==> src/rtl/servo_pwm_array_if.sv <==
// Target-write bus between the control FSM and servo_pwm_array.
// One wr_en strobe per write; wr_ch selects the channel, wr_width is raw microseconds.
interface servo_pwm_array_if #(
    parameter int CH_W  = 1,
    parameter int CNT_W = 13
);
    logic             wr_en;
    logic [CH_W-1:0]  wr_ch;
    logic [CNT_W-1:0] wr_width;

    modport master (output wr_en, wr_ch, wr_width);
    modport slave  (input  wr_en, wr_ch, wr_width);
endinterface

==> src/rtl/servo_pwm_array.sv <==
// N-channel servo PWM generator: shared frame counter, clamped per-channel targets,
// per-frame slew limiting of the output width, registered glitch-free PWM outputs.
module servo_pwm_array #(
    parameter int N_CH      = 2,
    parameter int CNT_W     = 13,
    parameter int PERIOD_US = 5000,
    parameter int W_MIN     = 1000,
    parameter int W_MAX     = 2000,
    parameter int W_CENTER  = 1500,
    parameter int STEP      = 50
) (
    input  logic                 clkus,
    input  logic                 rst,
    servo_pwm_array_if.slave     wr,
    input  logic [N_CH-1:0]      en,
    output logic [N_CH-1:0]      pwm,
    output logic                 frame,
    output logic [N_CH-1:0]      settled
);

    localparam logic [CNT_W-1:0] C_LAST   = CNT_W'(PERIOD_US - 1);
    localparam logic [CNT_W-1:0] C_MIN    = CNT_W'(W_MIN);
    localparam logic [CNT_W-1:0] C_MAX    = CNT_W'(W_MAX);
    localparam logic [CNT_W-1:0] C_CENTER = CNT_W'(W_CENTER);
    localparam logic [CNT_W-1:0] C_STEP   = CNT_W'(STEP);
    localparam logic [CNT_W:0]   C_STEP_X = (CNT_W+1)'(STEP);

    logic [CNT_W-1:0] r_cnt;
    logic [CNT_W-1:0] r_cur    [N_CH];
    logic [CNT_W-1:0] r_target [N_CH];
    logic [N_CH-1:0]  r_en_lat;
    logic [N_CH-1:0]  r_pwm;

    logic             w_last;
    logic [CNT_W-1:0] w_cnt_nxt;
    logic [31:0]      w_wr_idx;
    logic             w_wr_hit;
    logic [CNT_W-1:0] w_clamped;
    logic [CNT_W:0]   w_sum    [N_CH];
    logic [CNT_W-1:0] w_dn     [N_CH];
    logic [CNT_W-1:0] w_cur_nxt[N_CH];
    logic [CNT_W-1:0] w_tgt_nxt[N_CH];
    logic [N_CH-1:0]  w_en_nxt;
    logic [N_CH-1:0]  w_pwm_nxt;

    assign w_last    = (r_cnt == C_LAST);
    assign w_cnt_nxt = w_last ? '0 : r_cnt + 1'b1;
    assign w_wr_idx  = 32'(wr.wr_ch);
    assign w_wr_hit  = wr.wr_en && (w_wr_idx < 32'(N_CH));

    // Gated by rst so the strobe stays low while reset is held even though cnt is 0.
    assign frame = rst && (r_cnt == '0);
    assign pwm   = r_pwm;

    always_comb begin
        if (wr.wr_width < C_MIN)
            w_clamped = C_MIN;
        else if (wr.wr_width > C_MAX)
            w_clamped = C_MAX;
        else
            w_clamped = wr.wr_width;
    end

    always_comb begin
        w_cur_nxt = r_cur;
        w_tgt_nxt = r_target;
        w_en_nxt  = r_en_lat;
        w_pwm_nxt = '0;
        settled   = '0;
        for (int unsigned i = 0; i < N_CH; i++) begin
            w_sum[i] = {1'b0, r_cur[i]} + C_STEP_X;
            w_dn[i]  = r_cur[i] - r_target[i];
            if (w_wr_hit && (w_wr_idx == i))
                w_tgt_nxt[i] = w_clamped;
            // Frame update works on the pre-write target; a same-cycle write lands next frame.
            if (w_last) begin
                w_en_nxt[i] = en[i];
                if (STEP == 0)
                    w_cur_nxt[i] = r_target[i];
                else if (r_target[i] > r_cur[i])
                    w_cur_nxt[i] = (w_sum[i] > {1'b0, r_target[i]}) ? r_target[i]
                                                                    : w_sum[i][CNT_W-1:0];
                else if (r_target[i] < r_cur[i])
                    w_cur_nxt[i] = (w_dn[i] > C_STEP) ? (r_cur[i] - C_STEP) : r_target[i];
            end
            w_pwm_nxt[i] = w_en_nxt[i] && (w_cnt_nxt < w_cur_nxt[i]);
            settled[i]   = (r_cur[i] == r_target[i]);
        end
    end

    always_ff @(posedge clkus or negedge rst) begin
        if (!rst) begin
            r_cnt    <= '0;
            r_en_lat <= '0;
            r_pwm    <= '0;
            for (int unsigned i = 0; i < N_CH; i++) begin
                r_cur[i]    <= C_CENTER;
                r_target[i] <= C_CENTER;
            end
        end else begin
            r_cnt    <= w_cnt_nxt;
            r_en_lat <= w_en_nxt;
            r_pwm    <= w_pwm_nxt;
            r_cur    <= w_cur_nxt;
            r_target <= w_tgt_nxt;
        end
    end

endmodule
==> src/flat_wrapper.sv <==
// flat-port wrapper written by rule: the top's interface ports become plain ports
module servo_pwm_array_flat 
#(
    parameter int N_CH      = 2,
    parameter int CNT_W     = 13,
    parameter int PERIOD_US = 5000,
    parameter int W_MIN     = 1000,
    parameter int W_MAX     = 2000,
    parameter int W_CENTER  = 1500,
    parameter int STEP      = 50
)
  (clkus, rst, en, pwm, frame, settled, wr_wr_en, wr_wr_ch, wr_wr_width);
  servo_pwm_array_if #(.CNT_W(CNT_W)) wr_i ();
  input  logic clkus;
  input  logic rst;
  input  logic [N_CH-1:0] en;
  output logic [N_CH-1:0] pwm;
  output logic frame;
  output logic [N_CH-1:0] settled;
  input wire logic [$bits(wr_i.wr_en)-1:0] wr_wr_en;
  input wire logic [$bits(wr_i.wr_ch)-1:0] wr_wr_ch;
  input wire logic [$bits(wr_i.wr_width)-1:0] wr_wr_width;
  assign wr_i.wr_en = wr_wr_en;
  assign wr_i.wr_ch = wr_wr_ch;
  assign wr_i.wr_width = wr_wr_width;
  servo_pwm_array #(.N_CH(N_CH), .CNT_W(CNT_W), .PERIOD_US(PERIOD_US), .W_MIN(W_MIN), .W_MAX(W_MAX), .W_CENTER(W_CENTER), .STEP(STEP)) u_core (.clkus(clkus), .rst(rst), .wr(wr_i), .en(en), .pwm(pwm), .frame(frame), .settled(settled));
endmodule
==> config.mk <==
export PLATFORM = sky130hd
export DESIGN_NAME = servo_pwm_array_flat
export DESIGN_NICKNAME = d
export VERILOG_FILES = /design/src/rtl/servo_pwm_array_if.sv /design/src/rtl/servo_pwm_array.sv /design/src/flat_wrapper.sv
export SDC_FILE = /design/constraint.sdc
export NUM_CORES = 1
export LEC_CHECK = 0
export ABC_AREA = 1
export CAP_MARGIN = 20
export CORE_MARGIN = 2
export CORE_UTILIZATION = 50
export DETAILED_ROUTE_END_ITERATION = 8
export GPL_TIMING_DRIVEN = 0
export PLACE_DENSITY_LB_ADDON = 0.2
export SYNTH_ARGS = -nofsm -noshare
export SYNTH_HDL_FRONTEND = slang
export SYNTH_SLANG_ARGS = --single-unit
==> constraint.sdc <==
create_clock -name clkus -period 11.12 [get_ports clkus]
set_input_delay 2.224 -clock clkus [delete_from_list [all_inputs] [get_ports clkus]]
set_output_delay 2.224 -clock clkus [all_outputs]
set_load 0.005 [all_outputs]
# --- Word-level counts from Yosys, hierarchy flattened ---
# Index checks and enable logic that the tools add are counted.
totals:
  regBits: 69
  latchBits: 0
  ramBits: 0
  mem_bits_ro: 0
  inputBits: 19
  output_inout_bits: 5
  elab_cells: 53
  n_memories: 0
op_classes:
  n_addsub: 7
  mul: 0
  n_div: 0
  magnitude_cmp: 13
  n_eq_ne: 3
  shift: 0
  muxes: 15
  bitwise: 0
  n_reduce_logical: 8
op_table:
  columns: ["operator", "n"]
  rows:
  - ["13-bit two-way mux", 13]
  - ["13-bit < comparator", 4]
  - ["32-bit zero test", 1]
  - ["13-bit by 6-bit adder with 14-bit output, second input constant", 2]
  - ["14-bit by 13-bit > comparator with 1-bit output", 2]
  - ["13-bit == test", 2]
  - ["13-bit > comparator", 2]
  - ["13-bit by 6-bit > comparator with 1-bit output, second input constant", 2]
  - ["13-bit subtractor", 2]
  - ["13-bit by 6-bit subtractor with 13-bit output, second input constant", 2]
  - ["13-bit by 1-bit adder with 13-bit output, second input constant", 1]
  - ["13-bit == test, second input constant", 1]
  - ["13-bit by 11-bit > comparator with 1-bit output, second input constant", 1]
  - ["13-bit zero test", 1]
  - ["13-bit by 10-bit < comparator with 1-bit output, second input constant", 1]
  - ["1-bit logical AND", 6]
  - ["1-bit by 2-bit < comparator with 1-bit output, second input constant", 1]
  - ["1-bit two-way mux", 2]

# --- Longest topological paths before layout ---
logic_depth:
  word_depth: 8
  ltp_mapped: 29
  ltp_nobuf: 29

# --- Worst setup path after synthesis ---
# No wires, ideal clock.
synth_path:
  kind: "input -> output"
  start: "input port rst"
  end: "output port frame"
  t_arrival_ns: 2.480
  t_required_ns: 8.896
  path_slack_ns: 6.416
  path_stages: 2
  path_buffers: 0
  cell_sequence: "nand4_1 nor3_1"
synth_between:
  elab_chain_len: 1
synth_lines:
  columns: ["element", "line_no", "source"]
  rows:
  - ["start, declared", "flat_wrapper.sv:15", "input logic rst;"]
  - ["1-bit logical AND", "servo_pwm_array.sv:52", "assign frame = rst && (r_cnt == '0);"]
  - ["end, declared", "flat_wrapper.sv:18", "output logic frame;"]
# Every way passes these cells.

# --- Worst setup path after layout ---
# Ends and elaborated chain as after synthesis.

==> impl_metrics.xml <==
<?xml version="1.0" encoding="UTF-8"?>
<metrics>
  <group name="synth">
    <metric name="yosys.cell_types.count" unit="">49</metric>
    <metric name="async_reset_ff_share" unit="%">100</metric>
    <metric name="synth_net_count" unit="">1233</metric>
    <metric name="synth_edf_count" unit="">0</metric>
    <metric name="number_of_warnings_printed_during_yosys_synthesis" unit="">0</metric>
    <metric name="yosys_register_bits" unit="">69</metric>
    <metric name="syn_area_per_cell" unit="µm²">6.56</metric>
    <metric name="largest_area_contributor_in_the_synthesized_netlist" unit="">nand2_1</metric>
    <metric name="synth_area" unit="µm²">7410</metric>
    <metric name="netlist_instances" unit="">1130</metric>
    <metric name="synthTopCellsByArea" unit="">nand2_1, dfrtp_1, ha_1</metric>
    <metric name="synth_sequential_area_ratio" unit="%">23.8</metric>
    <metric name="yosys.area.top_type_share" unit="%">15.8</metric>
    <metric name="synth_flop_cell" unit="">dfrtp_1</metric>
  </group>
  <group name="pwr">
    <metric name="pwr-share-clk" unit="%">38.7</metric>
    <metric name="pwr_density_cell" unit="nW/µm²">82.2</metric>
    <metric name="vdd_ir_drop_max" unit="mV">0.0979</metric>
    <metric name="proportion_of_power_drawn_by_combinational_gates" unit="%">20.4</metric>
    <metric name="intPower" unit="mW">0.460</metric>
    <metric name="static-leakage-power" unit="nW">4.30</metric>
    <metric name="fraction_of_power_spent_switching_nets" unit="%">31.2</metric>
    <metric name="p_seq_share" unit="%">40.8</metric>
    <metric name="power.switching" unit="mW">0.209</metric>
  </group>
  <group name="drt">
    <metric name="drt-wirelength-per-cell" unit="µm">14.9</metric>
    <metric name="drcViolationCount" unit="">0</metric>
    <metric name="firstDrtPassIters" unit="">6</metric>
    <metric name="vias_per_cell" unit="">5.36</metric>
    <metric name="drtAntennaViolNets" unit="">0</metric>
    <metric name="detail_route.iter0.violations" unit="">524</metric>
    <metric name="vias" unit="">7251</metric>
    <metric name="routed_wl" unit="mm">20.1</metric>
  </group>
  <group name="worst_hold_path">
    <metric name="min-delay-path-class" unit="">reg -&gt; reg</metric>
  </group>
  <group name="place">
    <metric name="gpl.final_weighted_congestion" unit="">0.935</metric>
    <metric name="placement.io_buffers" unit="">23</metric>
    <metric name="hpwl" unit="mm">16.3</metric>
  </group>
  <group name="timing">
    <metric name="final_hold_viol_count" unit="">0</metric>
    <metric name="max_freq" unit="MHz">166</metric>
    <metric name="rsz0062_at_grt" unit="">no</metric>
    <metric name="finalMaxSlewViolations" unit="">0</metric>
    <metric name="fin_setup_tns" unit="ns">0</metric>
    <metric name="worst_slew_pin_slew" unit="ns">0.875</metric>
    <metric name="timing.final.setup_violations" unit="">0</metric>
    <metric name="max_slew_margin" unit="%">41.7</metric>
    <metric name="final.period_utilization" unit="%">54.3</metric>
    <metric name="period_minus_slack" unit="ns">6.03</metric>
    <metric name="final.hold.worst_slack" unit="ns">0.476</metric>
    <metric name="fin_clk_skew" unit="ns">0.00676</metric>
  </group>
  <group name="floorplan">
    <metric name="fp_rows" unit="">44</metric>
    <metric name="top_level_ports" unit="">24</metric>
    <metric name="die_area" unit="µm²">15800</metric>
    <metric name="dieHeight" unit="µm">126</metric>
    <metric name="placeableCoreArea" unit="µm²">14500</metric>
    <metric name="die-width" unit="µm">126</metric>
    <metric name="floorplan.initialDensity" unit="%">51.0</metric>
  </group>
  <group name="clock_network">
    <metric name="cts.path.max_buffers" unit="">2</metric>
    <metric name="cts.reportedPaths.clkPinSlew" unit="ns">0.06</metric>
    <metric name="htree_num_levels" unit="">3</metric>
    <metric name="cts_hold_repair.buffers" unit="">0</metric>
    <metric name="cts_inserted_buffers" unit="">9</metric>
    <metric name="clock_latency" unit="ns">0.34</metric>
    <metric name="post_cts.repair.setup_buffers" unit="">0</metric>
    <metric name="clock_sinks" unit="">69</metric>
    <metric name="cts_root_buffer_type" unit="">clkbuf_16</metric>
    <metric name="cts-resized-gates" unit="">0</metric>
    <metric name="tritoncts_clock_tree" unit="">built</metric>
  </group>
  <group name="setup_path">
    <metric name="critical-path-slowest-cell" unit="">buf_4</metric>
    <metric name="worst_path_max_fanout" unit="">70</metric>
    <metric name="kind_of_start_point_of_the_critical_path" unit="">input pin</metric>
    <metric name="setup.worst_path.class" unit="">in -&gt; out</metric>
    <metric name="critPathRequiredTime" unit="ns">8.90</metric>
    <metric name="crit_path_max_incr_delay" unit="ns">0.64</metric>
    <metric name="cp_cell_sequence" unit="">buf_4 &gt; nand4_1 &gt; nor3_1 &gt; clkdlybuf4s50_1</metric>
    <metric name="critical_path_arrival" unit="ns">3.81</metric>
    <metric name="critPathCaptureType" unit="">output port</metric>
  </group>
  <group name="finish">
    <metric name="multi_input_comb_area" unit="µm²">4770</metric>
    <metric name="final_layout_size_suffix_gt1_share" unit="%">8.73</metric>
    <metric name="fill_cells" unit="">1528</metric>
    <metric name="final_common_cell" unit="">nand2_1</metric>
    <metric name="area_delta_synth_final" unit="%">9.70</metric>
    <metric name="layout_common_cells" unit="">nand2_1, inv_1, nor2_1</metric>
    <metric name="nNetsFinal" unit="">1267</metric>
    <metric name="final-seq-area" unit="µm²">1760</metric>
    <metric name="insertedDiodeCount" unit="">0</metric>
  </group>
  <group name="global_routing">
    <metric name="grt_max_degree" unit="">71</metric>
    <metric name="antenna_found_initial" unit="">0</metric>
    <metric name="via_count_of_the_first_global_routing_pass" unit="">7009</metric>
    <metric name="global_route.usage.total" unit="%">26.6</metric>
    <metric name="grt_first_pass_wirelength" unit="mm">34.0</metric>
    <metric name="globalRouteOverflowTotal" unit="">0</metric>
  </group>
  <group name="job">
    <metric name="timing.max_cap.violations" unit="">0</metric>
  </group>
  <group name="outcome">
    <metric name="run_status" unit="">finished, final reports clean</metric>
  </group>
</metrics>
==> stage by stage <==
step	utilization (%)	area, µm²	power [mW]	instances	worst slack (ns)
finish	56.0	8130	0.668	1353	5.09
global placement	54.2	7870	0.410	1337	2.80
global route	56.0	8130	0.705	1353	4.85
detailed placement	54.2	7870	0.412	1337	4.99
CTS	56.0	8130	0.674	1353	5.00
floorplan	-	7410	0.368	1130	6.42
==> worst max-delay path: cells and delay by family <==
| kind | cells | cell delay (ns) |
|---|---|---|
| buf+inv | 2 | 1.16 |
| simple gates | 2 | 0.37 |
==> power groups by stage <==
stage,clock network [mW],logic (mW),registers (mW)
after global routing,0.275,0.157,0.274
after floorplan,0,0.0956,0.273
after detailed placement,0,0.135,0.276
after global placement,0,0.133,0.277
after CTS,0.265,0.136,0.273
final,0.259,0.136,0.273
==> cells by family (layout without fill, tap and decap cells) <==
family          after synthesis  after routing  share of synthesized area [%]
compound gates              191            191                           15.8
xor+xnor                     34             34                           4.12
fa+ha+maj                    84             84                           14.6
buf+inv                     230            269                           11.9
flops                        69             69                           23.8
simple gates                522            522                           29.8
==> routing by layer <==
| layer | up-vias | share of wire (%) | track usage (%) |
|---|---|---|---|
| met2 | 168 | 46 | 43.9 |
| met5 | - | 0 | 0 |
| li1 | 3745 | - | - |
| met3 | 35 | 3.8 | 3.40 |
| met4 | 0 | 3.1 | 10.1 |
| met1 | 3303 | 47 | 35.7 |
==> registers in the layout, summed over array words and instances, names as in the netlist <==
| name | cells |
|---|---|
| u_core.r_en_lat | 2 |
| u_core.r_target | 26 |
| u_core.r_cnt | 13 |
| u_core.r_cur | 26 |
| u_core.pwm | 2 |
==> cell usage after synthesis (2+ instances only) <==
library cell    n
nand2_1       312
inv_1         189
nor2_1         87
ha_1           80
nand3_1        67
a21oi_1        59
o21ai_0        53
dfrtp_1        41
xor2_1         31
dfstp_2        28
inv_2          21
nand4_1        16
nor3_1         16
o21ai_1        16
clkbuf_1        9
o211ai_1        9
nand2_2         7
a221oi_1        6
a22oi_2         6
o21bai_1        6
o221ai_1        6
a211oi_1        5
buf_2           5
o2111ai_1       5
o22ai_1         5
a31oi_1         4
fa_1            4
nor2_2          4
a21oi_2         3
nor4_1          3
a22oi_1         2
buf_1           2
buf_6           2
clkinv_1        2
nand3_2         2
nor2_4          2
nor3_4          2
xnor2_1         2
==> cell type report <==
type | instances | share of cell area [%]
clock buffer | 11 | 2.86
multi-input combinational | 831 | 58.6
buffer | 18 | 1.09
tap | 184 | 2.83
clock inverter | 5 | 0.354
timing repair buffer | 23 | 2.80
inverter | 212 | 9.78
sequential | 69 | 21.7
==> final timing paths <==
kind	endpoint	from	slack, ns	depth (start not counted)
worst min-delay path	u_core.r_en_lat[0]$_DFF_PN0_	u_core.r_en_lat[0]$_DFF_PN0_	0.48	2
min in group asynchronous	u_core.r_target[11]$_DFFE_PN0P_	rst	1.98	1
worst max register to register	u_core.pwm[1]$_DFF_PN0_	u_core.r_cur[3]$_DFF_PN1_	6.42	28
worst min register to register	u_core.r_en_lat[0]$_DFF_PN0_	u_core.r_en_lat[0]$_DFF_PN0_	0.48	2
worst max-delay path	frame	rst	5.09	4
max in group asynchronous	u_core.r_target[0]$_DFFE_PN0P_	rst	8.55	1
Note: power is estimated with default switching activity, not from simulation.
